<file path="src/rtl/videomem_wr_req_if.sv">
// Bundle of the pixel-in, request and write-data signals of the frame-buffer
// write requester.
//   master : the requester itself. It accepts pixel words, issues burst write
//            requests with an address and hands out burst words.
//   slave  : the surroundings. These are the pixel unpacker and the memory
//            controller write port.
// Signals:
//   frame_start   1-cycle pulse, restart the frame at address 0
//   in_data/in_valid/in_ready   pixel word stream
//   mem_ready     controller can take a request
//   write_request/write_req_ack/write_addr   burst write request handshake
//   wdata_req/wdata   controller pulls one burst word per wdata_req cycle
//   frame_done    1-cycle pulse after the last burst of the frame
interface videomem_wr_req_if;
    logic        frame_start;
    logic [31:0] in_data;
    logic        in_valid;
    logic        in_ready;
    logic        mem_ready;
    logic        write_request;
    logic        write_req_ack;
    logic [24:0] write_addr;
    logic        wdata_req;
    logic [31:0] wdata;
    logic        frame_done;

    modport master (
        input  frame_start, in_data, in_valid, mem_ready, write_req_ack, wdata_req,
        output in_ready, write_request, write_addr, wdata, frame_done
    );

    modport slave (
        output frame_start, in_data, in_valid, mem_ready, write_req_ack, wdata_req,
        input  in_ready, write_request, write_addr, wdata, frame_done
    );
endinterface

</file>
<file path="src/rtl/videomem_wr_req.sv">
// Frame-buffer write requester.
// The block collects 32-bit pixel words into bursts of BURST_LEN words. For
// each full burst it issues one SDRAM write request at address
// {line, burst_idx, 2'b00}, which is the layout the display read path uses.
// Ports:
//   mem_clock  sole clock
//   reset      synchronous, active-high
//   bus        videomem_wr_req_if.master. It carries the pixel stream, the
//              request handshake, the write data and frame_done.
// Flow:
//   FILL -> REQ -> DATA -> FILL
//   DONE is entered after the last burst of a frame and is held until
//   frame_start.
module videomem_wr_req #(
    parameter int BURST_LEN      = 4,
    parameter int MAX_NUM_HWRITE = 160,
    parameter int LINE_NUM       = 720
) (
    input  logic              mem_clock,
    input  logic              reset,
    videomem_wr_req_if.master bus
);

    localparam int              IDX_W    = (BURST_LEN > 1) ? $clog2(BURST_LEN) : 1;
    localparam logic [IDX_W-1:0] LAST_IDX = IDX_W'(BURST_LEN - 1);
    localparam logic [IDX_W-1:0] IDX_ONE  = IDX_W'(1);
    localparam logic [9:0]      HW_LAST  = 10'(MAX_NUM_HWRITE - 1);
    localparam logic [12:0]     LINE_END = 13'(LINE_NUM);

    typedef enum logic [1:0] {
        ST_FILL = 2'd0,
        ST_REQ  = 2'd1,
        ST_DATA = 2'd2,
        ST_DONE = 2'd3
    } state_t;

    state_t           state_r;
    state_t           next_state_s;
    logic [IDX_W-1:0] fill_idx_r;
    logic [IDX_W-1:0] rd_idx_r;
    logic [31:0]      burst_buf_r [BURST_LEN];
    logic [12:0]      num_lines_r;
    logic [9:0]       num_hwrite_r;
    logic             write_request_r;
    logic             frame_done_r;
    logic             pending_restart_r;

    logic             accept_s;
    logic             req_acc_s;
    logic             take_s;
    logic             last_take_s;
    logic             restart_s;
    logic             hw_wrap_s;
    logic             frame_end_s;

    assign bus.in_ready      = (state_r == ST_FILL);
    assign bus.wdata         = burst_buf_r[rd_idx_r];
    assign bus.write_addr    = {num_lines_r, num_hwrite_r, 2'b00};
    assign bus.write_request = write_request_r;
    assign bus.frame_done    = frame_done_r;

    // Handshake decodes and next-state selection.
    always_comb begin
        accept_s     = 1'b0;
        req_acc_s    = 1'b0;
        take_s       = 1'b0;
        last_take_s  = 1'b0;
        restart_s    = 1'b0;
        hw_wrap_s    = 1'b0;
        frame_end_s  = 1'b0;
        next_state_s = state_r;

        // frame_start wins over a same-cycle word or ack.
        accept_s    = (state_r == ST_FILL) && bus.in_valid && !bus.frame_start;
        req_acc_s   = (state_r == ST_REQ) && write_request_r && bus.write_req_ack
                      && !bus.frame_start;
        take_s      = (state_r == ST_DATA) && bus.wdata_req;
        last_take_s = take_s && (rd_idx_r == LAST_IDX);
        restart_s   = pending_restart_r || bus.frame_start;
        hw_wrap_s   = (num_hwrite_r == HW_LAST);
        frame_end_s = hw_wrap_s && ((num_lines_r + 13'd1) == LINE_END);

        case (state_r)
            ST_FILL: begin
                if (accept_s && (fill_idx_r == LAST_IDX)) begin
                    next_state_s = ST_REQ;
                end else begin
                    next_state_s = ST_FILL;
                end
            end
            ST_REQ: begin
                if (bus.frame_start) begin
                    next_state_s = ST_FILL;
                end else if (req_acc_s) begin
                    next_state_s = ST_DATA;
                end else begin
                    next_state_s = ST_REQ;
                end
            end
            ST_DATA: begin
                if (last_take_s && !restart_s && frame_end_s) begin
                    next_state_s = ST_DONE;
                end else if (last_take_s) begin
                    next_state_s = ST_FILL;
                end else begin
                    next_state_s = ST_DATA;
                end
            end
            ST_DONE: begin
                if (bus.frame_start) begin
                    next_state_s = ST_FILL;
                end else begin
                    next_state_s = ST_DONE;
                end
            end
            default: begin
                next_state_s = ST_FILL;
            end
        endcase
    end

    // State register.
    always_ff @(posedge mem_clock) begin
        if (reset) begin
            state_r <= ST_FILL;
        end else begin
            state_r <= next_state_s;
        end
    end

    // Indices, address counters, request and frame_done registers.
    always_ff @(posedge mem_clock) begin
        if (reset) begin
            fill_idx_r        <= '0;
            rd_idx_r          <= '0;
            num_lines_r       <= 13'd0;
            num_hwrite_r      <= 10'd0;
            write_request_r   <= 1'b0;
            frame_done_r      <= 1'b0;
            pending_restart_r <= 1'b0;
        end else begin
            frame_done_r <= 1'b0;
            case (state_r)
                ST_FILL: begin
                    write_request_r <= 1'b0;
                    if (bus.frame_start) begin
                        fill_idx_r   <= '0;
                        num_lines_r  <= 13'd0;
                        num_hwrite_r <= 10'd0;
                    end else if (accept_s) begin
                        fill_idx_r <= fill_idx_r + IDX_ONE;
                    end
                end
                ST_REQ: begin
                    if (bus.frame_start) begin
                        write_request_r <= 1'b0;
                        fill_idx_r      <= '0;
                        num_lines_r     <= 13'd0;
                        num_hwrite_r    <= 10'd0;
                    end else if (req_acc_s) begin
                        write_request_r <= 1'b0;
                    end else begin
                        // Request follows mem_ready one cycle late.
                        write_request_r <= bus.mem_ready;
                    end
                end
                ST_DATA: begin
                    write_request_r <= 1'b0;
                    // The burst is already committed, so a restart waits for it.
                    if (bus.frame_start) begin
                        pending_restart_r <= 1'b1;
                    end
                    if (take_s) begin
                        rd_idx_r <= rd_idx_r + IDX_ONE;
                    end
                    if (last_take_s) begin
                        rd_idx_r          <= '0;
                        fill_idx_r        <= '0;
                        pending_restart_r <= 1'b0;
                        if (restart_s) begin
                            num_lines_r  <= 13'd0;
                            num_hwrite_r <= 10'd0;
                        end else if (hw_wrap_s) begin
                            num_hwrite_r <= 10'd0;
                            num_lines_r  <= num_lines_r + 13'd1;
                        end else begin
                            num_hwrite_r <= num_hwrite_r + 10'd1;
                        end
                        if (frame_end_s && !restart_s) begin
                            frame_done_r <= 1'b1;
                        end
                    end
                end
                ST_DONE: begin
                    write_request_r <= 1'b0;
                    if (bus.frame_start) begin
                        num_lines_r  <= 13'd0;
                        num_hwrite_r <= 10'd0;
                    end
                end
                default: begin
                    write_request_r <= 1'b0;
                end
            endcase
        end
    end

    // Burst word storage. The storage needs no reset because fill_idx restarts
    // at 0 on reset.
    always_ff @(posedge mem_clock) begin
        if (!reset && accept_s) begin
            burst_buf_r[fill_idx_r] <= bus.in_data;
        end
    end

endmodule

</file>
<file path="src/flat_wrapper.sv">
// flat-port wrapper written by rule: the top's interface ports become plain ports
module videomem_wr_req_flat 
#(
    parameter int BURST_LEN      = 4,
    parameter int MAX_NUM_HWRITE = 160,
    parameter int LINE_NUM       = 720
)
  (mem_clock, reset, bus_frame_start, bus_in_data, bus_in_valid, bus_mem_ready, bus_write_req_ack, bus_wdata_req, bus_in_ready, bus_write_request, bus_write_addr, bus_wdata, bus_frame_done);
  videomem_wr_req_if bus_i ();
  input  logic mem_clock;
  input  logic reset;
  input wire logic [$bits(bus_i.frame_start)-1:0] bus_frame_start;
  input wire logic [$bits(bus_i.in_data)-1:0] bus_in_data;
  input wire logic [$bits(bus_i.in_valid)-1:0] bus_in_valid;
  input wire logic [$bits(bus_i.mem_ready)-1:0] bus_mem_ready;
  input wire logic [$bits(bus_i.write_req_ack)-1:0] bus_write_req_ack;
  input wire logic [$bits(bus_i.wdata_req)-1:0] bus_wdata_req;
  output wire logic [$bits(bus_i.in_ready)-1:0] bus_in_ready;
  output wire logic [$bits(bus_i.write_request)-1:0] bus_write_request;
  output wire logic [$bits(bus_i.write_addr)-1:0] bus_write_addr;
  output wire logic [$bits(bus_i.wdata)-1:0] bus_wdata;
  output wire logic [$bits(bus_i.frame_done)-1:0] bus_frame_done;
  assign bus_i.frame_start = bus_frame_start;
  assign bus_i.in_data = bus_in_data;
  assign bus_i.in_valid = bus_in_valid;
  assign bus_i.mem_ready = bus_mem_ready;
  assign bus_i.write_req_ack = bus_write_req_ack;
  assign bus_i.wdata_req = bus_wdata_req;
  assign bus_in_ready = bus_i.in_ready;
  assign bus_write_request = bus_i.write_request;
  assign bus_write_addr = bus_i.write_addr;
  assign bus_wdata = bus_i.wdata;
  assign bus_frame_done = bus_i.frame_done;
  videomem_wr_req #(.BURST_LEN(BURST_LEN), .MAX_NUM_HWRITE(MAX_NUM_HWRITE), .LINE_NUM(LINE_NUM)) u_core (.mem_clock(mem_clock), .reset(reset), .bus(bus_i));
endmodule
</file>
<file path="config.mk">
export PLATFORM = sky130hd
export DESIGN_NAME = videomem_wr_req_flat
export DESIGN_NICKNAME = d
export VERILOG_FILES = /design/src/rtl/videomem_wr_req_if.sv /design/src/rtl/videomem_wr_req.sv /design/src/flat_wrapper.sv
export SDC_FILE = /design/constraint.sdc
export NUM_CORES = 1
export LEC_CHECK = 0
export CAP_MARGIN = 20
export CORE_MARGIN = 3
export CORE_UTILIZATION = 51
export CTS_BUF_LIST = sky130_fd_sc_hd__clkbuf_2
export DETAILED_ROUTE_END_ITERATION = 10
export PLACE_DENSITY = 0.79
export SETUP_SLACK_MARGIN = 0.3
export SYNTH_ARGS = -nofsm -noshare
export SYNTH_HDL_FRONTEND = slang
export SYNTH_SLANG_ARGS = --single-unit
</file>
<file path="constraint.sdc">
create_clock -name mem_clock -period 2.4 [get_ports mem_clock]
set_input_delay 0.6 -clock mem_clock [delete_from_list [all_inputs] [get_ports mem_clock]]
set_output_delay 0.6 -clock mem_clock [all_outputs]
set_load 0.01 [all_outputs]
</file>
==> key figures <==
Timing
  – Final worst path period need: between 2 and 3 ns
  – Clock Skew: 0.0253 ns
  – Slew Viols, Final: 0
  – Final setup violation count: 32
  – WHS: 0.496 ns
  – RSZ-0062 raised after global routing: yes
  – Fmax: roughly 0.37 GHz
  – Worst Max-Slew Pin Slew: around 0.68 ns
  – Final WS setup: -0.313 ns
  – Worst slew margin: ~54%
  – Hold Vio Cnt, Final: 0
  – Final period util: 113%

Synth
  – Area leader, netlist: edfxtp_1
  – Mapped cell area: 6640 sq um
  – Number of enable flip-flop cells after synthesis: between 100 and 150
  – Ys Warns: 0
  – Main flop type after synthesis: edfxtp_1
  – #FFs+latches synth: 162
  – Most common cell in the netlist: edfxtp_1
  – Synth area leaders: edfxtp_1 (58%), mux4_2 (11%), dfxtp_1 (10%)
  – Synth unique cells: 55
  – Top cells by count, synth: edfxtp_1 (128), dfxtp_1 (34), mux4_2 (32), nor2_1 (23), nand2_1 (21)
  – Avg Inst Size Synth: around 16 sq um
  – Mapped Cells: ~420
  – Register area share after synthesis: 68.1%
  – Post-synth ARST share: 0%
  – Synth top area share: between 50% and 60%

Critical path
  – Delay-heaviest family, CP: multiplexers
  – CP Class: flip-flop to output pin
  – Critical Path RT: 1.80 ns
  – Flop2flop setup slack: around 0.20 ns
  – Crit path max fanout: 7
  – R2R Path End: u_core.bus.frame_done$_SDFF_PP0_
  – CP bufs+invs: 3
  – CP Depth: 4
  – R2R depth: 9
  – Crit-path cells: buf_8 -> buf_12 -> mux4_2 -> buf_6
  – CP Launch Type: flip-flop
  – Slowest stage delay, CP: 0.57 ns
  – Worst setup EP type: output pin
  – Critical-path top delay cell: mux4_2
  – Worst r2r src: u_core.state_r[1]$_SDFF_PP0_
  – Data arrival time of the worst path: between 2 and 2.5 ns

Job
  – # Max-Cap Violations: 0

Detailed routing
  – Post-DR vias/cell: between 5 and 6
  – DRC Markers: 0
  – Via count: around 4.3k
  – Initial DRC Count: 516
  – Routed Antenna Nets: 0
  – Final WL: approximately 15 mm
  – Drt pass-1 iters: 5
  – Per-cell routed wire length: 19.4 um

Clock network
  – Root buffer cell: clkbuf_2
  – # hold bufs at CTS: 0
  – Clk_lat worst skew: roughly 0.70 ns
  – # clock sinks: 162
  – CTS buffer count: 17
  – H-tree depth: 4
  – Largest buffer count on any clock path: 2
  – Clock Pin Slew Worst Setup and Hold Paths: between 0.2 and 0.25 ns
  – CTS tree: built

Worst hold path
  – Worst Hold End: u_core.bus.write_request$_SDFF_PP0_
  – HP Class: input pin to flip-flop
  – Worst Hold Path Cells: 2
  – Hold_sp: bus_mem_ready

Placed design
  – Cell Area, Placed: between 8000 and 9000 sq um
  – HPWL after DPL: roughly 9.1 mm
  – IO Port Bufs: between 90 and 100
  – RePlAce Congestion: 0.842
  – Placed insts: between 600 and 700

Finish
  – Fin area: around 9000 sq um
  – Synth-to-Final Area Change: 35.5%
  – Final Net Count: roughly 640
  – Layout cells sized above 1: between 30% and 40%
  – Final Util: between 70 and 80%
  – Final non-filler cell total: 770

Status
  – Failing checks: setup timing
  – Run status: finished, violations left

Global routing
  – Largest net degree at the start of global routing: 33
  – Vias in the first global route: roughly 4.3k
  – First-pass GRT wire length: around 23 mm
  – GR Overflow Total: 0
  – Global Route Usage Sum: 21.3%
  – Initial antenna violation count: 1

Floorplan
  – DIE HEIGHT: between 100 and 150 um
  – Die width: between 100 and 150 um
  – Row count: 41
  – DIE AREA: ~14000 sq um
  – Core area: between 10000 and 15000 sq um
  – Initial Utilization: 52.4%
  – I/O Pins: slightly below 100

Power
  – Peak supply drop: about 0.00051 V
  – Leak Pwr: around 0.0032 uW
  – Pwr dens: roughly 520 nW/um^2
==> cells by family after synthesis <==
kind of cell / count (synthesis) / share of synthesized area [%]
XOR/XNOR: 14 / 1.85
multiplexers: 33 / 11.0
buffers and inverters: 33 / 2.49
other: 1 / 0.0564
flip-flops: 162 / 68.1
AND/OR/NAND/NOR: 108 / 8.95
AO/OA/AOI/OAI: 54 / 5.31
adder cells (fa/ha/maj): 12 / 2.26
==> report_power, final <==
group | total [uW] | leakage, uW | switching, uW | internal, uW
Clock | 1460 | 0.000143 | 951 | 504
Combinational | 232 | 0.00156 | 108 | 125
Sequential | 3040 | 0.00145 | 8.67 | 3030
==> metrics by stage <==
step / TNS (ns) / worst slack, ns / total power (uW)
2_1_floorplan: 0 / 0.337 / 3190
3_3_place_gp: -8.11 / -0.123 / 3340
3_5_place_dp: -13.40 / -0.197 / 3350
4_1_cts: -10.65 / -0.409 / 4760
5_1_grt: -11.85 / -0.434 / 4910
6_report: -7.59 / -0.313 / 4720
==> layer usage <==
metal	routed length [um]	up-vias	track usage, %
met1	6020	2121	28.3
met2	7640	169	34.1
met3	888	27	5.00
met4	370	0	9.16
li1	-	1980	-
met5	0	-	0
==> layout by cell type, fill, tap and decap left out, drive strengths merged, types with 12 or more instances in the layout <==
master and count:
mux4 32, clkdlybuf4s50 38, clkbuf 19, nor2 23, a21oi 19, o21ai 12, inv 12, dfxtp 34
dlygate4sd2 25, nand3 13, ha 12, edfxtp 128, nand2 22, buf 107
==> worst register-to-register path, delay by kind of cell (launching register included) <==
kind	cells	cell delay, ns
simple gates	4	0.86
flops	1	0.41
fa+ha+maj	1	0.14
buf+inv	3	0.40
compound gates	1	0.34
==> area by class of cell <==
type                    count  area, sq um
diodes                      1         2.50
clock buffers              19         95.1
clock inverters            13          154
fillers                   827         3670
inverters                  10         43.8
multi-input cells         223         2140
flip-flops and latches    162         4620
well taps                 172          215
repair buffers            170         1740
==> what timing repair did <==
item,CTS,global route
setup endpoints to repair,64,60
cloned,3,0
buffers inserted,32,6
hold endpoints to repair,0,0
pin swaps,5,17
resized for setup,248,40
==> state kept, by name, indices dropped and copies added, names as in the netlist, named ones only <==
name and count:
u_core.burst_buf_r 128, u_core.num_lines_r 13, u_core.num_hwrite_r 10, u_core.fill_idx_r 2, u_core.rd_idx_r 2, u_core.state_r 2
u_core.bus.frame_done 1, u_core.bus.write_request 1, u_core.pending_restart_r 1
==> how the worst max path moves through the flow <==
stage               slack, ns                                from                      endpoint
floorplan                0.34  u_core.num_lines_r[1]$_SDFFE_PP0P_  u_core.state_r[0]$_SDFF_PP0_
global placement        -0.12                     bus_frame_start  u_core.state_r[1]$_SDFF_PP0_
detailed placement      -0.20                     bus_frame_start  u_core.state_r[1]$_SDFF_PP0_
CTS                     -0.41                           flip-flop                  bus_wdata[4]
global route            -0.43                           flip-flop                  bus_wdata[8]
finish                  -0.31                           flip-flop                  bus_wdata[8]
No activity file was read; power rests on OpenSTA's default activity.
